File: src/rtl/conv_pkg.sv
// Shared constants and FSM state type for the convolution scan controller.
package conv_pkg;

    localparam int KX   = 3;
    localparam int KY   = 3;
    localparam int OX   = 19;
    localparam int OY   = 19;
    localparam int KPOS = 9;

    localparam int KW = 2;  // kernel counter width
    localparam int OW = 5;  // output counter width
    localparam int AW = 4;  // weight address width

    typedef enum logic [1:0] {
        S_IDLE,
        S_LOAD,
        S_RUN,
        S_DONE
    } state_t;

endpackage

File: src/rtl/count_wrap.sv
// Wrapping up-counter 0..MAX with enable and carry-out, async active-low reset.
module count_wrap #(
    parameter int W   = 2,
    parameter int MAX = 2
) (
    input  logic         clk,
    input  logic         xrst,
    input  logic         en,
    output logic [W-1:0] q,
    output logic         co
);

    localparam logic [W-1:0] MAXV = W'(MAX);

    assign co = en && (q == MAXV);

    always_ff @(posedge clk or negedge xrst) begin
        if (!xrst) begin
            q <= '0;
        end else if (en) begin
            q <= (q == MAXV) ? '0 : q + 1'b1;
        end
    end

endmodule

File: src/rtl/conv_scan_ctrl.sv
// Convolution scan controller: weight load then x/y/X/Y nested scan.
// Optional stall support selected by macro CONV_SCAN_STALL_EN.
module conv_scan_ctrl
    import conv_pkg::*;
(
    input  logic          clk,
    input  logic          xrst,
    input  logic          start,
`ifdef CONV_SCAN_STALL_EN
    input  logic          stall,
`endif
    output logic          busy,
    output logic          finish,
    output logic [AW-1:0] w_raddr,
    output logic          w_load,
    output logic [AW-1:0] w_load_idx,
    output logic [KW-1:0] x,
    output logic [KW-1:0] y,
    output logic [OW-1:0] X,
    output logic [OW-1:0] Y,
    output logic          step_x,
    output logic          step_y,
    output logic          step_X,
    output logic          ret
);

    localparam logic [KW-1:0] X_MAX  = KW'(KX - 1);
    localparam logic [KW-1:0] Y_MAX  = KW'(KY - 1);
    localparam logic [OW-1:0] OX_MAX = OW'(OX - 1);
    localparam logic [AW-1:0] K_LAST = AW'(KPOS - 1);

    state_t        state, nxt;
    logic [AW-1:0] kcnt;
    logic          stl;
    logic          run_en;
    logic          x_co, y_co, X_co, Y_co;

`ifdef CONV_SCAN_STALL_EN
    assign stl = stall;
`else
    assign stl = 1'b0;
`endif

    assign run_en = (state == S_RUN) && !stl;

    // Counters idle at 0 outside RUN because a full pass always wraps them back.
    count_wrap #(.W(KW), .MAX(KX - 1)) u_x (.clk(clk), .xrst(xrst), .en(run_en), .q(x), .co(x_co));
    count_wrap #(.W(KW), .MAX(KY - 1)) u_y (.clk(clk), .xrst(xrst), .en(x_co),   .q(y), .co(y_co));
    count_wrap #(.W(OW), .MAX(OX - 1)) u_X (.clk(clk), .xrst(xrst), .en(y_co),   .q(X), .co(X_co));
    count_wrap #(.W(OW), .MAX(OY - 1)) u_Y (.clk(clk), .xrst(xrst), .en(X_co),   .q(Y), .co(Y_co));

    always_ff @(posedge clk or negedge xrst) begin
        if (!xrst) begin
            state <= S_IDLE;
        end else begin
            state <= nxt;
        end
    end

    always_ff @(posedge clk or negedge xrst) begin
        if (!xrst) begin
            kcnt       <= '0;
            w_load     <= 1'b0;
            w_load_idx <= '0;
        end else begin
            if (state == S_LOAD && kcnt != K_LAST) begin
                kcnt <= kcnt + 1'b1;
            end else begin
                kcnt <= '0;
            end
            // Weight memory has one cycle of read latency.
            w_load     <= (state == S_LOAD);
            w_load_idx <= w_raddr;
        end
    end

    always_comb begin
        nxt     = state;
        busy    = (state != S_IDLE);
        finish  = 1'b0;
        w_raddr = '0;
        step_x  = 1'b0;
        step_y  = 1'b0;
        step_X  = 1'b0;
        ret     = 1'b0;
        case (state)
            S_IDLE: begin
                if (start) nxt = S_LOAD;
            end
            S_LOAD: begin
                w_raddr = kcnt;
                if (kcnt == K_LAST) nxt = S_RUN;
            end
            S_RUN: begin
                if (run_en) begin
                    step_x = (x != X_MAX);
                    step_y = (x == X_MAX) && (y != Y_MAX);
                    step_X = (x == X_MAX) && (y == Y_MAX) && (X != OX_MAX);
                    ret    = (x == X_MAX) && (y == Y_MAX) && (X == OX_MAX);
                end
                if (Y_co) nxt = S_DONE;
            end
            S_DONE: begin
                finish = 1'b1;
                nxt    = S_IDLE;
            end
            default: nxt = S_IDLE;
        endcase
    end

endmodule

File: config.mk
export PLATFORM = sky130hd
export DESIGN_NAME = conv_scan_ctrl
export DESIGN_NICKNAME = d
export VERILOG_FILES = /design/src/rtl/conv_pkg.sv /design/src/rtl/count_wrap.sv /design/src/rtl/conv_scan_ctrl.sv
export SDC_FILE = /design/constraint.sdc
export NUM_CORES = 1
export LEC_CHECK = 0
export CAP_MARGIN = 0
export CORE_MARGIN = 1.5
export CORE_UTILIZATION = 35
export CTS_CLUSTER_SIZE = 8
export DETAILED_ROUTE_END_ITERATION = 12
export PLACE_DENSITY_LB_ADDON = 0.05
export SLEW_MARGIN = 20
export SYNTH_ARGS = -nofsm -noshare
export SYNTH_HDL_FRONTEND = slang
export SYNTH_SLANG_ARGS = --single-unit
File: constraint.sdc
create_clock -name clk -period 1.9 [get_ports clk]
set_input_delay 0.285 -clock clk [delete_from_list [all_inputs] [get_ports clk]]
set_output_delay 0.285 -clock clk [all_outputs]
set_load 0.01 [all_outputs]
==> results.sh, run 1 <==
export IMPL_synth_xor_area_share_pct=1.34
export IMPL_ioPinCount=32
export IMPL_root_buffer="clkbuf_8"
export IMPL_end_kind="flop"
export IMPL_routed_via_count=1014
export IMPL_ys_seq_area_share_pct=47.8
export IMPL_grt_pass1_wl_um=4380
export IMPL_synth_edf_count=0
export IMPL_synth_top_family_by_area="simple AND/OR/NAND/NOR gates"
export IMPL_clk_path_buf_depth=2
export IMPL_r2r_end="state[1]"
export IMPL_synthCells=119
export IMPL_multi_input_area_um2=653
export IMPL_setup_ws_ns=0.123
export IMPL_drtIter0Drc=40
export IMPL_nets=184
export IMPL_synth_area_um2=1310
export IMPL_utilization_pct=50.3
export IMPL_ys_ff_latch=25
export IMPL_status="finished, final reports clean"
export IMPL_reg2reg_slack_ns=0.12
export IMPL_areaGrowthSynthToFinish_pct=39.8
export IMPL_ff2ff_path_depth=7
export IMPL_drv_cap=0
export IMPL_drtPass1Iterations=4
export IMPL_die_y_um=64.2
export IMPL_synth_fa_ha_area_share_pct=10.5
export IMPL_r2r_start="state[0]"
export IMPL_dpl_instance_area_um2=1790
export IMPL_critical_path_class="reg -> reg"
export IMPL_routed_wl_um=2590
export IMPL_cts_sinks=25
export IMPL_crit_arrival_ns=1.94
export IMPL_setup_violations=0
export IMPL_slew_headroom_pct=77.9
export IMPL_gp_congestion=0.797
export IMPL_route_detailed_drc=0
export IMPL_synth_ff_type="dfrtp_1"
export IMPL_period_share_pct=93.5
export IMPL_cpMaxStageDelayCell="dfrtp_1"
export IMPL_dieWidth_um=64.2
export IMPL_layout_commonest_cell="dfrtp_1"
export IMPL_drive_gt1_share_pct=23.1
export IMPL_p_per_area_nw_per_um2=1030
export IMPL_total_power_uw=1880
export IMPL_hp_class="in -> async"
export IMPL_ys_warn_count=0
export IMPL_regArea_um2=626
export IMPL_detailed_place_hpwl_um=1960
export IMPL_cpPeakStageDelay_ns=0.39
export IMPL_dp_slack_ns=-0.0000540
export IMPL_diodes=0
export IMPL_cts_made_buffers=3
export IMPL_antenna_found_initial=0
export IMPL_fillers=349
export IMPL_clkTransAtPathRegs_ns=0.09
export IMPL_vias_per_cell=4.67
export IMPL_worst_pin_slew_ns=0.332
export IMPL_rsz0062_at_grt="no"
export IMPL_ir_drop_mv=0.599
export IMPL_grt_max_degree=26
export IMPL_start_util_pct=36.0
export IMPL_port_buffers=31
export IMPL_skew_ns=0.00187
export IMPL_synth_nets=133
export IMPL_synth_simple_gate_area_share_pct=23.3
export IMPL_path_max_fanout=3
export IMPL_rows=22
export IMPL_globalRouteTotalUtil_pct=13.2
export IMPL_post_cts_buffers=0
export IMPL_syn_area_per_cell_um2=11.0
export IMPL_ant_nets=0
export IMPL_grt_overflow=0
export IMPL_synthMuxAreaShare_pct=6.21
export IMPL_yosysUniqueCellTypes=32
export IMPL_finalInstanceArea_um2=1830
export IMPL_clk_latency_ns=0.27
export IMPL_path_cells="inv_1, ha_2, and3b_1, buf_4, nand4_1, a21oi_1, mux2_2"
export IMPL_hold_violations=0
export IMPL_synth_compound_area_share_pct=7.17
export IMPL_timing_final_crit_period_ns=1.78
export IMPL_cts_tree="done"
export IMPL_max_freq_mhz=563
export IMPL_finalMaxSlewViolations=0
export IMPL_htreeDepth=1
export IMPL_async_flop_share_pct=100
export IMPL_required_ns=2.06
export IMPL_wire_per_inst_um=11.9
export IMPL_leakage_uw=0.000877
export IMPL_die_area_um2=4120
export IMPL_core_area_um2=3630
export IMPL_startpoint_type="flop"
export IMPL_final_cell_mix="25 x dfrtp_1, 22 x clkdlybuf4s50_1, 16 x buf_4"
export IMPL_grt_pass1_vias=1020
## sequential cells by signal (all words and copies together), names as in the netlist
signal,count
u_Y.q,5
u_y.q,2
w_load,1
u_X.q,5
w_load_idx,4
kcnt,4
u_x.q,2
state,2
## Yosys cell counts (3+ instances only)
cell type | instances | area share, %
nand2_1 | 12 | 3.4
a21oi_1 | 3 | 1.1
nand4_1 | 4 | 1.9
mux2_2 | 5 | 4.3
a31oi_1 | 3 | 1.4
ha_1 | 11 | 11
dfrtp_1 | 25 | 48
o21ai_0 | 4 | 1.5
and2_1 | 3 | 1.4
nor2_1 | 12 | 3.4
inv_1 | 9 | 2.6
nand3_1 | 4 | 1.5
## cells by family (layout without fill, tap and decap cells)
logic type      after synthesis  after routing
xor+xnor                      2              2
fa+ha+maj                    11             11
compound gates               15             15
mux                           7              7
flops                        25             25
simple gates                 49             49
buf+inv                      10             60
## critical path, delay by kind of cell (launching register included)
kind	cells	cell delay, ns
muxes	1	0.35
adders and majority gates	1	0.22
buffers and inverters	2	0.20
AOI/OAI and AO/OA	1	0.21
and+or+nand+nor	2	0.30
DFF	1	0.39
## layer usage
layer  vias to the layer above  routed length (µm)  global-route usage, %
met5                         -                   0                      0
met4                         0                  13                   3.19
met3                         2                  68                   2.11
met2                        18                1250                   21.5
met1                       475                1260                   18.3
li1                        519                   -                      -
## repair_timing
action | CTS | global route
endpoints found under the hold margin | 0 | 0
resized for setup | 16 | 5
endpoints found under the setup margin | 9 | 3
hold buffers | 0 | 0
gates cloned | 0 | 0
## layout make-up
| cell class | instances | share of cell area (%) |
|---|---|---|
| well taps | 48 | 3.28 |
| clock inverters | 1 | 0.410 |
| clock buffers | 3 | 2.26 |
| inverters | 9 | 1.85 |
| repair buffers | 47 | 22.3 |
| flip-flops and latches | 25 | 34.2 |
| multi-input cells | 84 | 35.7 |
## power by group
group          internal (µW)  total (µW)  leakage [µW]  switching [µW]
clock                    148         320     0.0000217             172
sequential               634         722      0.000336            88.1
combinational            448         835      0.000519             387
total                   1230        1880      0.000877             647
## worst max-delay path by stage
stage                         from         end
after CTS                 state[0]      step_X
after global routing      u_X.q[0]         ret
after detailed placement  state[0]      step_X
after floorplan           u_X.q[0]    u_Y.q[2]
final                     state[0]    state[1]
after global placement    state[1]  w_raddr[0]
## metrics by stage
stage | instances | TNS [ns] | hold WS (ns)
after global placement | 213 | 0 | 0.501
after detailed placement | 213 | -0.0000540 | 0.507
after floorplan | 119 | 0 | -0.0106
after global routing | 217 | 0 | 0.413
after CTS | 217 | 0 | 0.389
final | 217 | 0 | 0.385
Power figures use the tool's default switching activity.
==> inputs of run 2 (changes only) <==
--- a/config.mk
+++ b/config.mk
@@ -7,7 +7,7 @@
 export LEC_CHECK = 0
 export CAP_MARGIN = 0
 export CORE_MARGIN = 1.5
-export CORE_UTILIZATION = 35
+export CORE_UTILIZATION = 25
 export CTS_CLUSTER_SIZE = 8
 export DETAILED_ROUTE_END_ITERATION = 12
 export PLACE_DENSITY_LB_ADDON = 0.05
==> run 2 against run 1 <==
Compared with the run above:
- die area grew 38%
- clock power grew 3%
- non-clock buffer count grew 1
- total power grew 1.5%
- critical endpoint is now ret
- largest power group unchanged
==> results.sh, run 2 (same netlist as run 1, synthesis figures left out) <==
export IMPL_slew_headroom_pct=77.4
export IMPL_cts_tree="done"
export IMPL_grt_pass1_vias=1001
export IMPL_final_cell_mix="25 x dfrtp_1, 22 x clkdlybuf4s50_1, 17 x buf_4"
export IMPL_cts_made_buffers=3
export IMPL_placedCellCount=235
export IMPL_hp_class="in -> async"
export IMPL_route_detailed_drc=0
export IMPL_nets=185
export IMPL_drive_gt1_share_pct=24.1
export IMPL_period_share_pct=94.7
export IMPL_reg_largest_list="u_X.q x5, u_Y.q x5"
export IMPL_drtPass1Iterations=4
export IMPL_cts_sinks=25
export IMPL_grt_pass1_wl_um=4770
export IMPL_fin_tns_setup_ns=0
export IMPL_critical_path_class="reg -> out"
export IMPL_drtIter0Drc=56
export IMPL_root_buffer="clkbuf_8"
export IMPL_leakage_uw=0.000883
export IMPL_core_area_um2=5070
export IMPL_ant_nets=0
export IMPL_grt_overflow=0
export IMPL_finalInstanceArea_um2=1880
export IMPL_ctsHoldBuffers=0
export IMPL_required_ns=1.62
export IMPL_finalMaxSlewViolations=0
export IMPL_rows=26
export IMPL_areaGrowthSynthToFinish_pct=44.0
export IMPL_port_buffers=31
export IMPL_die_y_um=75.4
export IMPL_path_max_fanout=3
export IMPL_end_kind="output port"
export IMPL_clk_latency_ns=0.27
export IMPL_status="finished, final reports clean"
export IMPL_ir_drop_mv=0.399
export IMPL_grt_max_degree=26
export IMPL_diodes=0
export IMPL_dieWidth_um=75.4
export IMPL_total_power_uw=1910
export IMPL_top_layer="met4"
export IMPL_timing_final_crit_period_ns=1.80
export IMPL_ioPinCount=32
export IMPL_rsz0062_at_grt="no"
export IMPL_die_area_um2=5680
export IMPL_startpoint_type="flop"
export IMPL_crit_arrival_ns=1.51
export IMPL_finalNonFillerCells=240
export IMPL_clkTransAtPathRegs_ns=0.10
export IMPL_wirelength_met1_um=1340
export IMPL_fillers=526
export IMPL_routed_via_count=1017
export IMPL_skew_ns=0.00782
export IMPL_setup_violations=0
export IMPL_routed_wl_um=2830
export IMPL_clk_path_buf_depth=2
export IMPL_layout_commonest_cell="dfrtp_1"
export IMPL_start_util_pct=25.8
export IMPL_dpl_instance_area_um2=1810
export IMPL_wl_met2_um=1380
export IMPL_globalRouteTotalUtil_pct=11.1
export IMPL_antenna_found_initial=0
export IMPL_vias_per_cell=4.24
export IMPL_met3_length_um=86
export IMPL_wire_per_inst_um=11.8
export IMPL_htreeDepth=1
export IMPL_max_freq_mhz=556
export IMPL_gp_congestion=0.687
export IMPL_detailed_place_hpwl_um=2150
export IMPL_drv_cap=0
export IMPL_p_per_area_nw_per_um2=1010
export IMPL_worst_pin_slew_ns=0.339
export IMPL_hold_violations=0
[run 2: routing by layer]
metal | up-vias | global-route usage (%)
li1 | 513 | -
met1 | 485 | 14.6
met2 | 17 | 18.4
met3 | 2 | 1.98
met4 | 0 | 4.17
met5 | - | 0
[run 2: path summary, 6_finish.rpt]
check                      startpoint        to  slack (ns)  cells past startpoint
min in group clk              kcnt[0]   kcnt[0]        0.50                      1
max in group asynchronous        xrst  u_x.q[0]        1.26                      2
max                          state[0]       ret        0.10                      5
min                              xrst  u_X.q[3]        0.37                      2
min reg2reg                   kcnt[0]   kcnt[0]        0.50                      1
max reg2reg                  state[0]  state[1]        0.10                      7
[run 2: critical path, cell delays in order (launching register included)]
cell,delay (ns)
dfrtp_1,0.39
inv_1,0.08
ha_2,0.21
nand3b_4,0.10
nor3_4,0.21
clkdlybuf4s15_2,0.25
[run 2: repair_timing]
item                                    in CTS  in global routing
setup buffers                                1                  0
endpoints found under the setup margin       9                  4
resized for setup                           17                  6
gates cloned                                 0                  0
pin swaps                                    1                  1
[run 2: report_power, final]
part / switching [µW] / leakage (µW) / internal [µW] / total, µW
Clock: 183 / 0.0000217 / 149 / 331
Combinational: 391 / 0.000525 / 457 / 847
Sequential: 93.8 / 0.000336 / 634 / 728
[run 2: area by class of cell]
cell class	instances	area (µm²)	share of cell area (%)
clock inverter	1	7.51	0.398
multi-input combinational	84	667	35.4
clock buffer	3	41.3	2.19
inverter	9	33.8	1.79
timing repair buffer	48	422	22.4
sequential	25	626	33.2
tap	70	87.6	4.65
[run 2: per-stage QoR]
| stage | hold WS (ns) | util, % | setup WS, ns |
|---|---|---|---|
| after floorplan | -0.0106 | - | 0.172 |
| after global placement | 0.497 | 35.7 | 0.0436 |
| after detailed placement | 0.488 | 35.7 | 0.00937 |
| after CTS | 0.382 | 37.0 | 0.00538 |
| after global routing | 0.403 | 37.1 | 0.00131 |
| final | 0.374 | 37.1 | 0.101 |
==> inputs of run 3 (changes only) <==
--- a/config.mk
+++ b/config.mk
@@ -8,10 +8,11 @@
 export CAP_MARGIN = 0
 export CORE_MARGIN = 1.5
 export CORE_UTILIZATION = 25
-export CTS_CLUSTER_SIZE = 8
+export CTS_CLUSTER_SIZE = 16
 export DETAILED_ROUTE_END_ITERATION = 12
 export PLACE_DENSITY_LB_ADDON = 0.05
 export SLEW_MARGIN = 20
 export SYNTH_ARGS = -nofsm -noshare
 export SYNTH_HDL_FRONTEND = slang
 export SYNTH_SLANG_ARGS = --single-unit
+export TNS_END_PERCENT = 5
==> constraint.sdc (replaced) <==
create_clock -name clk -period 2.29 [get_ports clk]
set_input_delay 0.3435 -clock clk [delete_from_list [all_inputs] [get_ports clk]]
set_output_delay 0.3435 -clock clk [all_outputs]
set_load 0.01 [all_outputs]
==> run 3 against run 2 <==
Compared with the run above:
- setup slack better by 0.019 ns
- die area stayed put
- flip-flop and latch count stayed put
- clock skew is 0.0054 ns higher
- first-iteration DRC count is 21% lower
- total power is 22% lower
- critical endpoint is now w_raddr[1]
- largest cell class unchanged
- largest power group is now sequential cells
==> results.sh, run 3 (same netlist as run 1, synthesis figures left out) <==
export IMPL_status="finished, final reports clean"
export IMPL_met3_length_um=136
export IMPL_clkTransAtPathRegs_ns=0.10
export IMPL_wirelength_met1_um=1200
export IMPL_htreeDepth=1
export IMPL_root_buffer="clkbuf_8"
export IMPL_grt_max_degree=26
export IMPL_placedCellCount=222
export IMPL_wire_per_inst_um=11.9
export IMPL_cpPeakStageDelay_ns=0.55
export IMPL_ioPinCount=32
export IMPL_grt_overflow=0
export IMPL_startpoint_type="flop"
export IMPL_slew_headroom_pct=77.7
export IMPL_cp_depth=5
export IMPL_port_buffers=31
export IMPL_cts_sinks=25
export IMPL_crit_path_frequent_cell="inv_1"
export IMPL_timing_final_crit_period_ns=2.17
export IMPL_path_max_fanout=6
export IMPL_vias_per_cell=4.31
export IMPL_globalRouteTotalUtil_pct=10.3
export IMPL_die_y_um=75.4
export IMPL_areaGrowthSynthToFinish_pct=35.5
export IMPL_diodes=0
export IMPL_ant_nets=0
export IMPL_wl_met2_um=1340
export IMPL_clk_latency_ns=0.27
export IMPL_reg2reg_slack_ns=0.43
export IMPL_finalNonFillerCells=226
export IMPL_reg_largest_list="u_X.q x5, u_Y.q x5"
export IMPL_ctsHoldBuffers=0
export IMPL_required_ns=1.95
export IMPL_core_area_um2=5070
export IMPL_cpMaxStageDelayCell="clkdlybuf4s50_1"
export IMPL_layout_commonest_cell="clkdlybuf4s50_1"
export IMPL_drive_gt1_share_pct=14.1
export IMPL_start_util_pct=25.8
export IMPL_critical_path_class="reg -> out"
export IMPL_rsz0062_at_grt="no"
export IMPL_hp_class="in -> async"
export IMPL_cts_made_buffers=3
export IMPL_skew_ns=0.0132
export IMPL_p_per_area_nw_per_um2=840
export IMPL_nets=171
export IMPL_route_detailed_drc=0
export IMPL_fillers=528
export IMPL_routed_via_count=974
export IMPL_period_share_pct=94.8
export IMPL_drtIter0Drc=44
export IMPL_rows=26
export IMPL_drv_cap=0
export IMPL_drtPass1Iterations=4
export IMPL_dieWidth_um=75.4
export IMPL_dp_slack_ns=0.188
export IMPL_critPathBufInv=3
export IMPL_crit_arrival_ns=1.83
export IMPL_max_freq_mhz=461
export IMPL_crit_family="buffers and inverters"
export IMPL_antenna_found_initial=0
export IMPL_top_layer="met4"
export IMPL_final_cell_mix="26 x clkdlybuf4s50_1, 25 x dfrtp_1, 12 x nand2_1"
export IMPL_grt_pass1_wl_um=4440
export IMPL_setup_ws_ns=0.120
export IMPL_end_kind="output port"
export IMPL_detailed_place_hpwl_um=2060
export IMPL_ff2ff_path_depth=6
export IMPL_hold_violations=0
export IMPL_fin_tns_setup_ns=0
export IMPL_clk_path_buf_depth=2
export IMPL_gp_congestion=0.683
export IMPL_routed_wl_um=2690
export IMPL_worst_pin_slew_ns=0.335
export IMPL_leakage_uw=0.000834
export IMPL_cts_tree="done"
export IMPL_ir_drop_mv=0.426
export IMPL_setup_violations=0
export IMPL_path_cells="inv_1, ha_2, inv_1, nor2_2, clkdlybuf4s50_1"
export IMPL_total_power_uw=1490
export IMPL_die_area_um2=5680
export IMPL_finalMaxSlewViolations=0
export IMPL_holdWs_ns=0.429
export IMPL_grt_pass1_vias=946
-- run 3: cell types whose count changed in the layout (fill, tap and decap cells not counted), sizes merged --
cell,before,now
dlymetal6s2s,0,2
dlygate4sd2,6,3
clkbuf,5,3
clkdlybuf4s50,22,26
buf,17,3
clkdlybuf4s15,1,0
-- run 3: layout make-up --
cell class / count / area (µm²) / area share (%)
timing repair buffer: 34 / 334 / 18.8
multi-input combinational: 84 / 643 / 36.3
clock inverter: 1 / 7.51 / 0.423
sequential: 25 / 626 / 35.3
clock buffer: 3 / 41.3 / 2.33
tap: 70 / 87.6 / 4.94
inverter: 9 / 33.8 / 1.91
-- run 3: path summary, 6_finish.rpt --
kind	endpoint	from
max in group asynchronous	state[0]	xrst
worst min-delay path	u_X.q[3]	xrst
worst min register to register	kcnt[0]	kcnt[0]
worst max-delay path	w_raddr[1]	state[1]
worst max register to register	state[1]	u_X.q[0]
min in group clk	kcnt[0]	kcnt[0]
-- run 3: stage by stage --
| step | utilization [%] | instance area, µm² |
|---|---|---|
| after floorplan | - | 1310 |
| after global placement | 33.8 | 1720 |
| after detailed placement | 33.8 | 1720 |
| after CTS | 34.8 | 1770 |
| after global routing | 34.9 | 1770 |
| final | 34.9 | 1770 |
-- run 3: report_power, final --
group | leakage, µW | internal (µW) | switching (µW) | total (µW)
Combinational | 0.000476 | 313 | 286 | 599
Clock | 0.0000217 | 123 | 145 | 268
Sequential | 0.000336 | 526 | 94.9 | 621
-- run 3: worst register-to-register path, delay by kind of cell, from the launching register on --
kind | cells | cell delay [ns]
AO/OA/AOI/OAI | 1 | 0.22
buffers and inverters | 1 | 0.11
AND/OR/NAND/NOR | 2 | 0.42
multiplexers | 1 | 0.35
flip-flops | 1 | 0.42
adder cells (fa/ha/maj) | 1 | 0.22
-- run 3: repair_timing --
action                     in CTS  in global routing
setup endpoints to repair       4                  3
cloned                          0                  0
gates resized for setup         5                  3
buffers inserted                0                  0
-- run 3: per-layer routing --
layer | up-vias | global-route usage (%)
met2 | 23 | 16.6
li1 | 485 | -
met1 | 464 | 13.6
met3 | 2 | 2.51
met4 | 0 | 3.57
met5 | - | 0
